### config.mk
export PLATFORM = sky130hd
export DESIGN_NAME = alarm_unit
export DESIGN_NICKNAME = d
export VERILOG_FILES = /design/src/rtl/alarm_unit_pkg.sv /design/src/rtl/wrap_inc_reg.sv /design/src/rtl/alarm_unit.sv
export SDC_FILE = /design/constraint.sdc
export NUM_CORES = 1
export LEC_CHECK = 0
export BUFFER_PORTS_ARGS = -buffer_cell sky130_fd_sc_hd__buf_4
export CORE_UTILIZATION = 56
export DETAILED_ROUTE_END_ITERATION = 7
export MAX_ROUTING_LAYER = met4
export PLACE_DENSITY = 0.92
export SLEW_MARGIN = 20
export SYNTH_ARGS = -nofsm -noshare
export SYNTH_HDL_FRONTEND = slang
export SYNTH_SLANG_ARGS = --single-unit
### constraint.sdc
create_clock -name clk -period 2.8 [get_ports clk]
set_clock_uncertainty 0.15 [all_clocks]
set_input_delay 0.14 -clock clk [delete_from_list [all_inputs] [get_ports clk]]
set_output_delay 0.14 -clock clk [all_outputs]
set_load 0.02 [all_outputs]
### src/rtl/alarm_unit_pkg.sv
// Shared time-keeping types and constants for the alarm path.
package alarm_unit_pkg;

  localparam int TIME_W   = 6;
  localparam int SEC_MAX  = 59;
  localparam int MIN_MAX  = 59;
  localparam int HOUR_MAX = 23;
  localparam int TMR_W    = 18;
  localparam int SNZ_W    = 2;

  typedef enum logic [1:0] {
    IDLE    = 2'd0,
    RINGING = 2'd1,
    SNOOZE  = 2'd2
  } alarm_state_t;

endpackage

### src/rtl/wrap_inc_reg.sv
// Settable register that steps by one on each inc pulse and wraps to zero after MAX.
module wrap_inc_reg #(
  parameter int W   = 6,
  parameter int MAX = 59
) (
  input  logic         clk,
  input  logic         clear_n,
  input  logic         inc,
  output logic [W-1:0] value
);

  logic [W-1:0] val_q;
  logic [W-1:0] val_d;

  // Next value: hold, or step with wrap at MAX.
  always_comb begin
    val_d = val_q;
    if (inc) begin
      val_d = (val_q == W'(MAX)) ? '0 : val_q + W'(1);
    end
  end

  // Value register with synchronous clear.
  always_ff @(posedge clk) begin
    if (!clear_n) begin
      val_q <= '0;
    end else begin
      val_q <= val_d;
    end
  end

  assign value = val_q;

endmodule

### src/rtl/alarm_unit.sv
// Alarm compare plus ring/snooze sequencer driven by the time counter outputs.
//
//   state   | meaning
//   --------+-----------------------------------------------------------
//   IDLE    | armed or disarmed, waiting for a rising match
//   RINGING | buzzer active, beeping 1 s on / 1 s off, ring timer running
//   SNOOZE  | buzzer silent, snooze timer running toward a re-ring
module alarm_unit
  import alarm_unit_pkg::*;
#(
  parameter int RING_SECS   = 60,
  parameter int SNOOZE_SECS = 300,
  parameter int MAX_SNOOZE  = 3
) (
  input  logic              clk,
  input  logic              clear_n,
  input  logic              sec_tick,
  input  logic [TIME_W-1:0] sec,
  input  logic [TIME_W-1:0] min,
  input  logic [TIME_W-1:0] hour,
  input  logic              alarm_en,
  input  logic              inc_alarm_min,
  input  logic              inc_alarm_hour,
  input  logic              stop,
  input  logic              snooze,
  output logic [TIME_W-1:0] alarm_min,
  output logic [TIME_W-1:0] alarm_hour,
  output logic              ring,
  output logic              ringing,
  output logic              snoozing
);

  localparam logic [TMR_W-1:0] RING_T   = TMR_W'(RING_SECS);
  localparam logic [TMR_W-1:0] SNOOZE_T = TMR_W'(SNOOZE_SECS);
  localparam logic [SNZ_W-1:0] SNZ_MAX  = SNZ_W'(MAX_SNOOZE);
  localparam logic [TMR_W-1:0] TMR_ONE  = TMR_W'(1);

  alarm_state_t     state_q, state_d;
  logic [TMR_W-1:0] tmr_q, tmr_d;
  logic [SNZ_W-1:0] snz_cnt_q, snz_cnt_d;
  logic             beep_q, beep_d;
  logic             match_q, match_d;
  logic             ring_q, ring_d;
  logic             ringing_q, ringing_d;
  logic             snoozing_q, snoozing_d;
  logic             trigger;
  logic             end_event;

  wrap_inc_reg #(.W(TIME_W), .MAX(MIN_MAX)) u_alarm_min (
    .clk     (clk),
    .clear_n (clear_n),
    .inc     (inc_alarm_min),
    .value   (alarm_min)
  );

  wrap_inc_reg #(.W(TIME_W), .MAX(HOUR_MAX)) u_alarm_hour (
    .clk     (clk),
    .clear_n (clear_n),
    .inc     (inc_alarm_hour),
    .value   (alarm_hour)
  );

  // Match on the alarm minute at second zero; only the rising edge triggers, so a
  // held time or a stopped alarm at the same minute cannot retrigger.
  always_comb begin
    match_d   = (hour == alarm_hour) && (min == alarm_min) && (sec == '0);
    trigger   = match_d && !match_q;
    end_event = stop || !alarm_en;
  end

  // Next-state, timer, snooze count, beep phase and registered output decode.
  always_comb begin
    state_d   = state_q;
    tmr_d     = tmr_q;
    snz_cnt_d = snz_cnt_q;
    beep_d    = beep_q;
    case (state_q)
      IDLE: begin
        if (trigger && alarm_en) begin
          state_d   = RINGING;
          tmr_d     = RING_T;
          snz_cnt_d = '0;
          beep_d    = 1'b1;
        end
      end
      RINGING: begin
        if (end_event) begin
          state_d = IDLE;
        end else if (snooze && (snz_cnt_q < SNZ_MAX)) begin
          state_d   = SNOOZE;
          tmr_d     = SNOOZE_T;
          snz_cnt_d = snz_cnt_q + SNZ_W'(1);
        end else if (sec_tick) begin
          // A snooze beyond the limit falls through here and the ring keeps running.
          beep_d = ~beep_q;
          if (tmr_q == TMR_ONE) begin
            state_d = IDLE;
          end else begin
            tmr_d = tmr_q - TMR_ONE;
          end
        end
      end
      SNOOZE: begin
        if (end_event) begin
          state_d = IDLE;
        end else if (sec_tick) begin
          if (tmr_q == TMR_ONE) begin
            state_d = RINGING;
            tmr_d   = RING_T;
            beep_d  = 1'b1;
          end else begin
            tmr_d = tmr_q - TMR_ONE;
          end
        end
      end
      default: begin
        state_d = IDLE;
      end
    endcase
    ringing_d  = (state_d == RINGING);
    snoozing_d = (state_d == SNOOZE);
    ring_d     = ringing_d && beep_d;
  end

  // State and output registers with synchronous clear.
  always_ff @(posedge clk) begin
    if (!clear_n) begin
      state_q    <= IDLE;
      tmr_q      <= '0;
      snz_cnt_q  <= '0;
      beep_q     <= 1'b0;
      match_q    <= 1'b0;
      ring_q     <= 1'b0;
      ringing_q  <= 1'b0;
      snoozing_q <= 1'b0;
    end else begin
      state_q    <= state_d;
      tmr_q      <= tmr_d;
      snz_cnt_q  <= snz_cnt_d;
      beep_q     <= beep_d;
      match_q    <= match_d;
      ring_q     <= ring_d;
      ringing_q  <= ringing_d;
      snoozing_q <= snoozing_d;
    end
  end

  assign ring     = ring_q;
  assign ringing  = ringing_q;
  assign snoozing = snoozing_q;

endmodule

* After elaboration in Yosys (flattened, before gate mapping)
Cells that the tools add are included.
** Storage, ports and cells
- Word-level logic and storage cells :: 79
- Register bits after elaboration :: 39
- Output and inout port bits :: 15
- Bits of input ports :: 26
** Cells by class
- Order comparisons :: 1
- Equal/unequal tests :: 16
- Bitwise operators :: 1
- Reduce and logical (&&, ||, !) cells :: 15
- Multiplexer cells :: 32
- Add/subtract/negate cells :: 4
** Operators by type and width (number)
- 18-bit two-way mux :: 8
- 18-bit one-hot mux with 3 select lines :: 1
- 2-bit two-way mux :: 11
- 18-bit by 1-bit == test with 1-bit output (second input constant) :: 1
- 18-bit by 1-bit subtractor with 18-bit output (second input constant) :: 1
- 6-bit by 1-bit adder with 6-bit output (second input constant) :: 2
- 6-bit == test :: 2
- 6-bit two-way mux :: 2
- 2-bit inequality test (second input constant) :: 5
- 1-bit two-way mux :: 7
- 7-bit AND reduction :: 1
- 6-bit by 5-bit == test with 1-bit output (second input constant) :: 1
- 6-bit == test (second input constant) :: 1
- 1-bit logical AND :: 6
- 6-bit zero test :: 1
- 3-bit inequality test (second input constant) :: 2
- 2-bit one-hot mux with 3 select lines :: 1
- 2-bit by 1-bit == test with 1-bit output (second input constant) :: 2
- 2-bit == test (second input constant) :: 2
- 2-bit one-hot mux with 2 select lines :: 1
- 4-bit AND reduction :: 1
- 1-bit one-hot mux with 3 select lines :: 1
- 3-bit nonzero test :: 1
- 2-bit by 1-bit adder with 2-bit output (second input constant) :: 1
- other kinds (6) :: 7

* Logic depth before layout (Yosys ltp)
Gate-level depths: netlist (run 1).
- Depth after elaboration :: 9
- Depth in mapped cells :: 10

* By module
From an unflattened synthesis (run 1), not the netlist that was laid out.
** Unflattened totals
- Cell total of the unflattened synthesis :: 287
- Area total of the unflattened synthesis :: 2388.5 um^2
** Modules (own cells, without submodules)
- alarm_unit :: instances 1, area each 1848.0 um^2, cells an instance 230
- wrap_inc_reg (u_alarm_min) :: instances 1, area each 271.5 um^2, cells an instance 28
- wrap_inc_reg (u_alarm_hour) :: instances 1, area each 269.0 um^2, cells an instance 29

* Worst setup path before layout (run 1)
No wires, ideal clock.
- Path kind :: flip-flop to flip-flop
- Start point :: register u_alarm_min.val_q[2], in the netlist u_alarm_min.value[2]
- End point :: register tmr_q[17]
- Path slack :: 0.406 ns
- Required time :: 2.574 ns
- Arrival time :: 2.168 ns
- Stages on the path, launching flop included :: 7
- Setup time :: 0.076 ns
- Cells stage by stage :: dfxtp_1 > xnor2_1 > nand4_1 > o41a_1 > nand3b_1 > or4_1 > a21boi_0
** Between the ends
- Word-level cells in the longest chain between the ends :: 7
** RTL lines
- start, declared :: RTL line wrap_inc_reg.sv:12 : logic [W-1:0] val_q;
- start signal, assigned :: RTL line wrap_inc_reg.sv:28 : val_q <= val_d;
- 6-bit == test :: RTL line alarm_unit.sv:66 : match_d = (hour == alarm_hour) && (min == alarm_min) && (sec == '0);
- 1-bit logical AND (2 in series) :: RTL line alarm_unit.sv:66
- 1-bit logical AND :: RTL line alarm_unit.sv:67 : trigger = match_d && !match_q;
- 1-bit logical AND :: RTL line alarm_unit.sv:79 : if (trigger && alarm_en) begin
- 2-bit inequality test (no line)
- 7-bit AND reduction (no line)
- end signal, assigned :: RTL line alarm_unit.sv:138 : tmr_q <= tmr_d;
- end, declared :: RTL line alarm_unit.sv:39 : logic [TMR_W-1:0] tmr_q, tmr_d;
No other way between the ends.
A chain may end at the register's enable or synchronous reset.

* Worst setup path after layout (run 1)
- Start point :: register state_q[0]
- End point :: register tmr_q[9]
** Between the ends
- Word-level cells in the longest chain between the ends :: 3
** RTL lines
- start, declared :: RTL line alarm_unit.sv:38 : alarm_state_t state_q, state_d;
- start signal, assigned :: RTL line alarm_unit.sv:137 : state_q <= state_d;
- 2-bit by 1-bit == test with 1-bit output, or another cell as far along :: RTL line alarm_unit.sv:77 : case (state_q)
- 3-bit inequality test (no line), or another cell as far along
- 7-bit AND reduction (no line)
Parallel ways exist; a longest one is shown, timed or not.

==> metrics, run 1 <==
H-Tree Depth 2; final-report setup violation count 0; number of max-slew violations in the final report 0; number of vias per cell 5.99; worst r2r src state_q[0]; summed instance area of the synthesized netlist 0.00232 mm2; launch point of the worst path state_q[0]; sum of negative setup slack 0 ns; post-CTS clock slew at the launch and capture registers of the worst setup and hold paths 0.07 ns; DRC violation total after the first TritonRoute iteration 272; net switching power 246 uW; worst reg-to-reg setup slack 0.16 ns; endpoint required time on the critical path 2.84 ns; critical path class register to register; final critical delay including setup and external delays 2.64 ns; total routing resource utilization after global routing 0.273; PD cells 376 mW/mm2; Mapped Nets 319; Max Freq 0.379 GHz; result of the run finished clean; fill cell total of the finished layout 290; CP Data Arrival Time 2.68 ns; Register-to-Register Path Depth 7; CTS tree built; Total Routed Length 5600 um; buffer levels on the longest clock path 2; reg2reg end tmr_q[9]; initial antenna violation count 0; Num Clock Sinks 39; Routed Antenna Nets 0; Hold Crit Depth 3; combinational fraction of design power 0.103; overall die width 66.3 um; count of maximum capacitance violations 0; number of clock buffers inserted by TritonCTS 5; net total in the final layout 366; estimated wirelength of the detail-placed design 3970 um; Final period util 0.942; I/O Pins 41; part of the total power dissipated in the clock network 0.359; root buf cell sky130_fd_sc_hd__clkbuf_8; most common flop cell mapped by yosys sky130_fd_sc_hd__dfxtp_1; share of post-route cells with drive strength above 1 0.199; critical path endpoint category register; Clk Latency, worst-skew pair 0.29 ns; Fin Hold WS 0.0110 ns; number of optimization iterations in the first detailed-route pass 5; mean instance size in the synthesized netlist 8.16 um2; sum of overflow across all layers after global routing 0; Worst Path Max Fanout 12; DR WL/cell 14.7 um; number of core rows 23; synthesized instance count 284; via count of the first global-routing pass 2,074; Synth Register Bits 39; Hold Path End u_alarm_min.value[0]; die area 0.00440 mm2; switching power as a share of total power 0.233; Lkg Pwr 1.14 nW; proportion of synthesized flip-flops having asynchronous set or reset 0; total number of yosys warnings 0; worst min-delay path category primary input to register; die height 66.3 um; vias 2,284; hold violation total from the final report 0; core area 0.00400 mm2; start point of the worst hold path inc_alarm_min; RePlAce Congestion 0.892; count of buffers from port buffering 40; wire length of the first global-routing pass 9070 um; share of power burned in registers 0.538; maximum number of pins on one net before global-route repair 41; peak ir drop on the vdd network 0.302 mV; count of different cell masters after synthesis 51; part of the Yosys area used for sequential elements 0.337; unrepaired setup endpoints after global routing no; area added between synthesis and finish 21.5%; Total Power 1.06 mW; EDFF count, synth 0; number of inserted diodes 0; Max transition margin 0.553; final routed DRC violation total 0; total internal power 811 uW; Tightest Pin Transition 0.662 ns; share of the core filled with cells in the final layout 0.704; Setup crit start kind register; Initial Utilization 0.579
## stage by stage
step / cells / instance area (um2) / setup slack [ns]
finish: 381 / 2820 / 0.163
global route: 381 / 2820 / 0.00968
CTS: 379 / 2800 / 0.192
detailed placement: 371 / 2700 / 0.212
global placement: 371 / 2700 / 0.291
floorplan: 284 / 2320 / 0.406
## critical path, cell delays in order (launching register included)
cell and delay, ns:
sky130_fd_sc_hd__dfxtp_1 0.41, sky130_fd_sc_hd__inv_1 0.09, sky130_fd_sc_hd__ha_1 0.31, sky130_fd_sc_hd__a221oi_1 0.34
sky130_fd_sc_hd__o21a_1 0.19, sky130_fd_sc_hd__and3b_1 0.47, sky130_fd_sc_hd__nand2_1 0.23, sky130_fd_sc_hd__o32ai_1 0.34
## final cells by class
class                   count  area (um2)  area share
multi-input cells         226        1460       0.519
flip-flops and latches     39         781       0.277
repair buffers             53         400       0.142
clock buffers               6        82.6      0.0293
well taps                  50        62.6      0.0222
inverters                   6        22.5     0.00800
clock inverters             1        5.00     0.00178
## synthesized netlist by cell type, types with 6 or more instances
cell / n / share of area
sky130_fd_sc_hd__nor4_1: 8 / 0.022
sky130_fd_sc_hd__and3_1: 7 / 0.019
sky130_fd_sc_hd__ha_1: 9 / 0.049
sky130_fd_sc_hd__nor2_1: 22 / 0.036
sky130_fd_sc_hd__nand2_1: 28 / 0.045
sky130_fd_sc_hd__a21oi_1: 16 / 0.035
sky130_fd_sc_hd__o21ai_0: 16 / 0.035
sky130_fd_sc_hd__nand3_1: 11 / 0.024
sky130_fd_sc_hd__a21boi_0: 8 / 0.026
sky130_fd_sc_hd__nor2b_1: 6 / 0.016
sky130_fd_sc_hd__nand4_1: 10 / 0.027
sky130_fd_sc_hd__xnor2_1: 16 / 0.060
sky130_fd_sc_hd__nand2b_1: 7 / 0.019
sky130_fd_sc_hd__inv_1: 6 / 0.0097
sky130_fd_sc_hd__dfxtp_1: 39 / 0.34
sky130_fd_sc_hd__clkbuf_1: 11 / 0.018
## cells in the final DEF (no fill, tap or decap), types with 3 or more instances in the layout
cell                        n
sky130_fd_sc_hd__nand4b_1   3
sky130_fd_sc_hd__nor3b_1    3
sky130_fd_sc_hd__ha_1       8
sky130_fd_sc_hd__a21oi_1   16
sky130_fd_sc_hd__a21boi_0   8
sky130_fd_sc_hd__nor3_1     4
sky130_fd_sc_hd__nand2_1   28
sky130_fd_sc_hd__clkbuf_8   6
sky130_fd_sc_hd__nand4_1   10
sky130_fd_sc_hd__xnor2_1   16
sky130_fd_sc_hd__o21ai_0   16
sky130_fd_sc_hd__nor4_1     8
sky130_fd_sc_hd__a31oi_1    3
sky130_fd_sc_hd__nand3_1   11
sky130_fd_sc_hd__nand3b_1   5
sky130_fd_sc_hd__mux2i_1    3
sky130_fd_sc_hd__or3_1      3
sky130_fd_sc_hd__inv_1      6
sky130_fd_sc_hd__nor2b_1    6
sky130_fd_sc_hd__nor2_1    22
sky130_fd_sc_hd__buf_4     52
sky130_fd_sc_hd__and2_1     3
sky130_fd_sc_hd__nand2b_1   7
sky130_fd_sc_hd__dfxtp_1   39
sky130_fd_sc_hd__xor2_1     4
sky130_fd_sc_hd__and3_1     7
sky130_fd_sc_hd__o22ai_1    5
## how the worst max path moves through the flow
stage | endpoint | depth (start not counted)
finish | tmr_q[9] | 7
global route | tmr_q[9] | 6
CTS | tmr_q[17] | 8
detailed placement | tmr_q[17] | 6
global placement | tmr_q[17] | 7
floorplan | tmr_q[17] | 6
## flip-flops by register name, summed over array words and instances, names as in the netlist
name / count
beep_q: 1
match_q: 1
ring: 1
ringing: 1
snoozing: 1
snz_cnt_q: 2
state_q: 2
tmr_q: 18
u_alarm_hour.value: 6
u_alarm_min.value: 6
## power groups by stage
stage	clock [mW]	sequential, mW	combinational, mW
2_1_floorplan	0	0.589	0.0463
3_3_place_gp	0	0.581	0.105
3_5_place_dp	0	0.582	0.107
4_1_cts	0.388	0.568	0.109
5_1_grt	0.411	0.569	0.120
6_report	0.380	0.569	0.109
## per-layer routing
metal	track usage	wire length, um
met1	0.345	2450
met2	0.421	2750
met3	0.0569	284
met4	0.117	113
met5	-	0
## kinds of logic after synthesis
group,share of synthesized area
AO/OA/AOI/OAI,0.193
XOR/XNOR,0.0756
adder cells (fa/ha/maj),0.0486
buffers and inverters,0.0329
flip-flops,0.337
multiplexers,0.0130
AND/OR/NAND/NOR,0.300
## timing repair
item                                   4_1_cts  5_1_grt
gates resized for setup                      0        1
buffers inserted                             0        2
hold buffers                                 1        0
endpoints found under the hold margin        1        0
setup endpoints to repair                    0        2
Note: power is estimated with default switching activity, not from simulation.
==> inputs of run 2 (changes only) <==
CORE_ASPECT_RATIO = 1.25   (was not set)
CTS_CLUSTER_DIAMETER = 150   (was not set)
==> run 2 against run 1 <==
  * Register-to-register slack better by 0.13 ns
  * Worst setup slack better by 0.13 ns
  * Combinational power hardly changed
  * Highest routed layer unchanged
  * Global-route usage is 0.72 points higher
==> metrics, run 2 (synthesized netlist as in run 1, its figures left out) <==
Worst Path Max Fanout 5; number of optimization iterations in the first detailed-route pass 5; Setup crit start kind register; Placed Cells 375; peak ir drop on the vdd network 0.294 mV; Cell Chain, Critical Path xnor2_1, nand4_1, o41a_1, nand3b_1, or4_1, a21boi_0; DR WL/cell 14.7 um; worst min-delay path category primary input to register; commonest cells after routing, fill and taps aside sky130_fd_sc_hd__buf_4, sky130_fd_sc_hd__dfxtp_1, sky130_fd_sc_hd__nand2_1; estimated wirelength of the detail-placed design 4040 um; area added between synthesis and finish 22.3%; die height 73.9 um; post-CTS clock slew at the launch and capture registers of the worst setup and hold paths 0.07 ns; maximum number of pins on one net before global-route repair 41; Sequential cell area 781 um2; count of maximum capacitance violations 0; Setup Buffers After CTS 0; register ranked first by flip-flop count tmr_q; RePlAce Congestion 0.929; DRC violation total after the first TritonRoute iteration 168; critical path class register to register; net total in the final layout 364; Routed Antenna Nets 0; core area 0.00388 mm2; number of vias per cell 5.96; unrepaired setup endpoints after global routing no; Total Routed Length 5660 um; sum of overflow across all layers after global routing 0; final critical delay including setup and external delays 2.50 ns; PD cells 411 mW/mm2; number of core rows 25; Lkg Pwr 1.14 nW; buffer levels on the longest clock path 2; wire length of the first global-routing pass 9190 um; count of buffers from port buffering 40; Max Freq 0.399 GHz; longest individual stage delay on the worst path 0.54 ns; CP Data Arrival Time 2.57 ns; Final period util 0.894; Num Clock Sinks 39; Multi-input gate area 0.00146 mm2; endpoint required time on the critical path 2.87 ns; total routing resource utilization after global routing 0.280; via count of the first global-routing pass 2,110; H-Tree Depth 2; placement-stage worst setup slack 0.330 ns; WP buf/inv 0; vias 2,289; hold violation total from the final report 0; critical path endpoint category register; Clk Latency, worst-skew pair 0.30 ns; sum of negative setup slack 0 ns; CTS tree built; Worst Slack Setup Final 0.296 ns; Largest register FFs 18; post-cts resize count 0; largest delay contributor family on the critical path simple AND/OR/NAND/NOR gates; worst reg-to-reg setup slack 0.30 ns; commonest non-fill, non-tap cell in the layout sky130_fd_sc_hd__buf_4; number of clock buffers inserted by TritonCTS 5; Max transition margin 0.624; initial antenna violation count 0; I/O Pins 41; fill cell total of the finished layout 287; Initial Utilization 0.597; number of inserted diodes 0; result of the run finished clean; slowest cell on the critical path sky130_fd_sc_hd__or4_1; root buf cell sky130_fd_sc_hd__clkbuf_8; final routed DRC violation total 0; share of post-route cells with drive strength above 1 0.194; Tightest Pin Transition 0.557 ns; overall die width 59.5 um; die area 0.00440 mm2; number of max-slew violations in the final report 0; post-layout instance count excluding filler cells 384; Total Power 1.16 mW; final-report setup violation count 0
## run 2: final cells by class
| class | count | share of cell area |
|---|---|---|
| clock inverter | 2 | 0.0124 |
| tap | 54 | 0.0238 |
| clock buffer | 6 | 0.0291 |
| sequential | 39 | 0.275 |
| multi-input combinational | 226 | 0.515 |
| inverter | 6 | 0.00795 |
| timing repair buffer | 51 | 0.136 |
## run 2: final timing paths
kind	startpoint	endpoint	cells after the start
max	u_alarm_min.value[0]	tmr_q[17]	6
min	inc_alarm_hour	u_alarm_hour.value[1]	3
min reg2reg	tmr_q[16]	tmr_q[16]	2
max reg2reg	u_alarm_min.value[0]	tmr_q[17]	6
## run 2: timing repair
action / CTS / global route
setup endpoints to repair: 0 / 0
hold buffers: 1 / 0
endpoints found under the hold margin: 1 / 0
## run 2: power breakdown
part	switching, mW	internal, mW	leakage [nW]
clock	0.197	0.288	0.0612
sequential	0.00903	0.561	0.315
combinational	0.0526	0.0572	0.766
total	0.259	0.906	1.14
## run 2: metal layers
layer,up-vias,wire [um],GRT usage
met5,-,0,-
met4,0,127,0.127
met3,13,311,0.0546
met2,82,2930,0.489
met1,1063,2290,0.303
li1,1131,-,-
## run 2: worst register-to-register path, stage by stage (launching register included)
cell and delay [ns]:
sky130_fd_sc_hd__dfxtp_1 0.37, sky130_fd_sc_hd__xnor2_1 0.31, sky130_fd_sc_hd__nand4_1 0.18, sky130_fd_sc_hd__o41a_1 0.44
sky130_fd_sc_hd__nand3b_1 0.27, sky130_fd_sc_hd__or4_1 0.54, sky130_fd_sc_hd__a21boi_0 0.17
## run 2: stage by stage
stage	cell area [um2]	util	hold slack [ns]
finish	2830	0.731	0.0263
global route	2830	0.731	0.0571
CTS	2830	0.731	0.0233
detailed placement	2710	0.698	0.286
global placement	2710	0.698	0.280
floorplan	2320	-	0.138
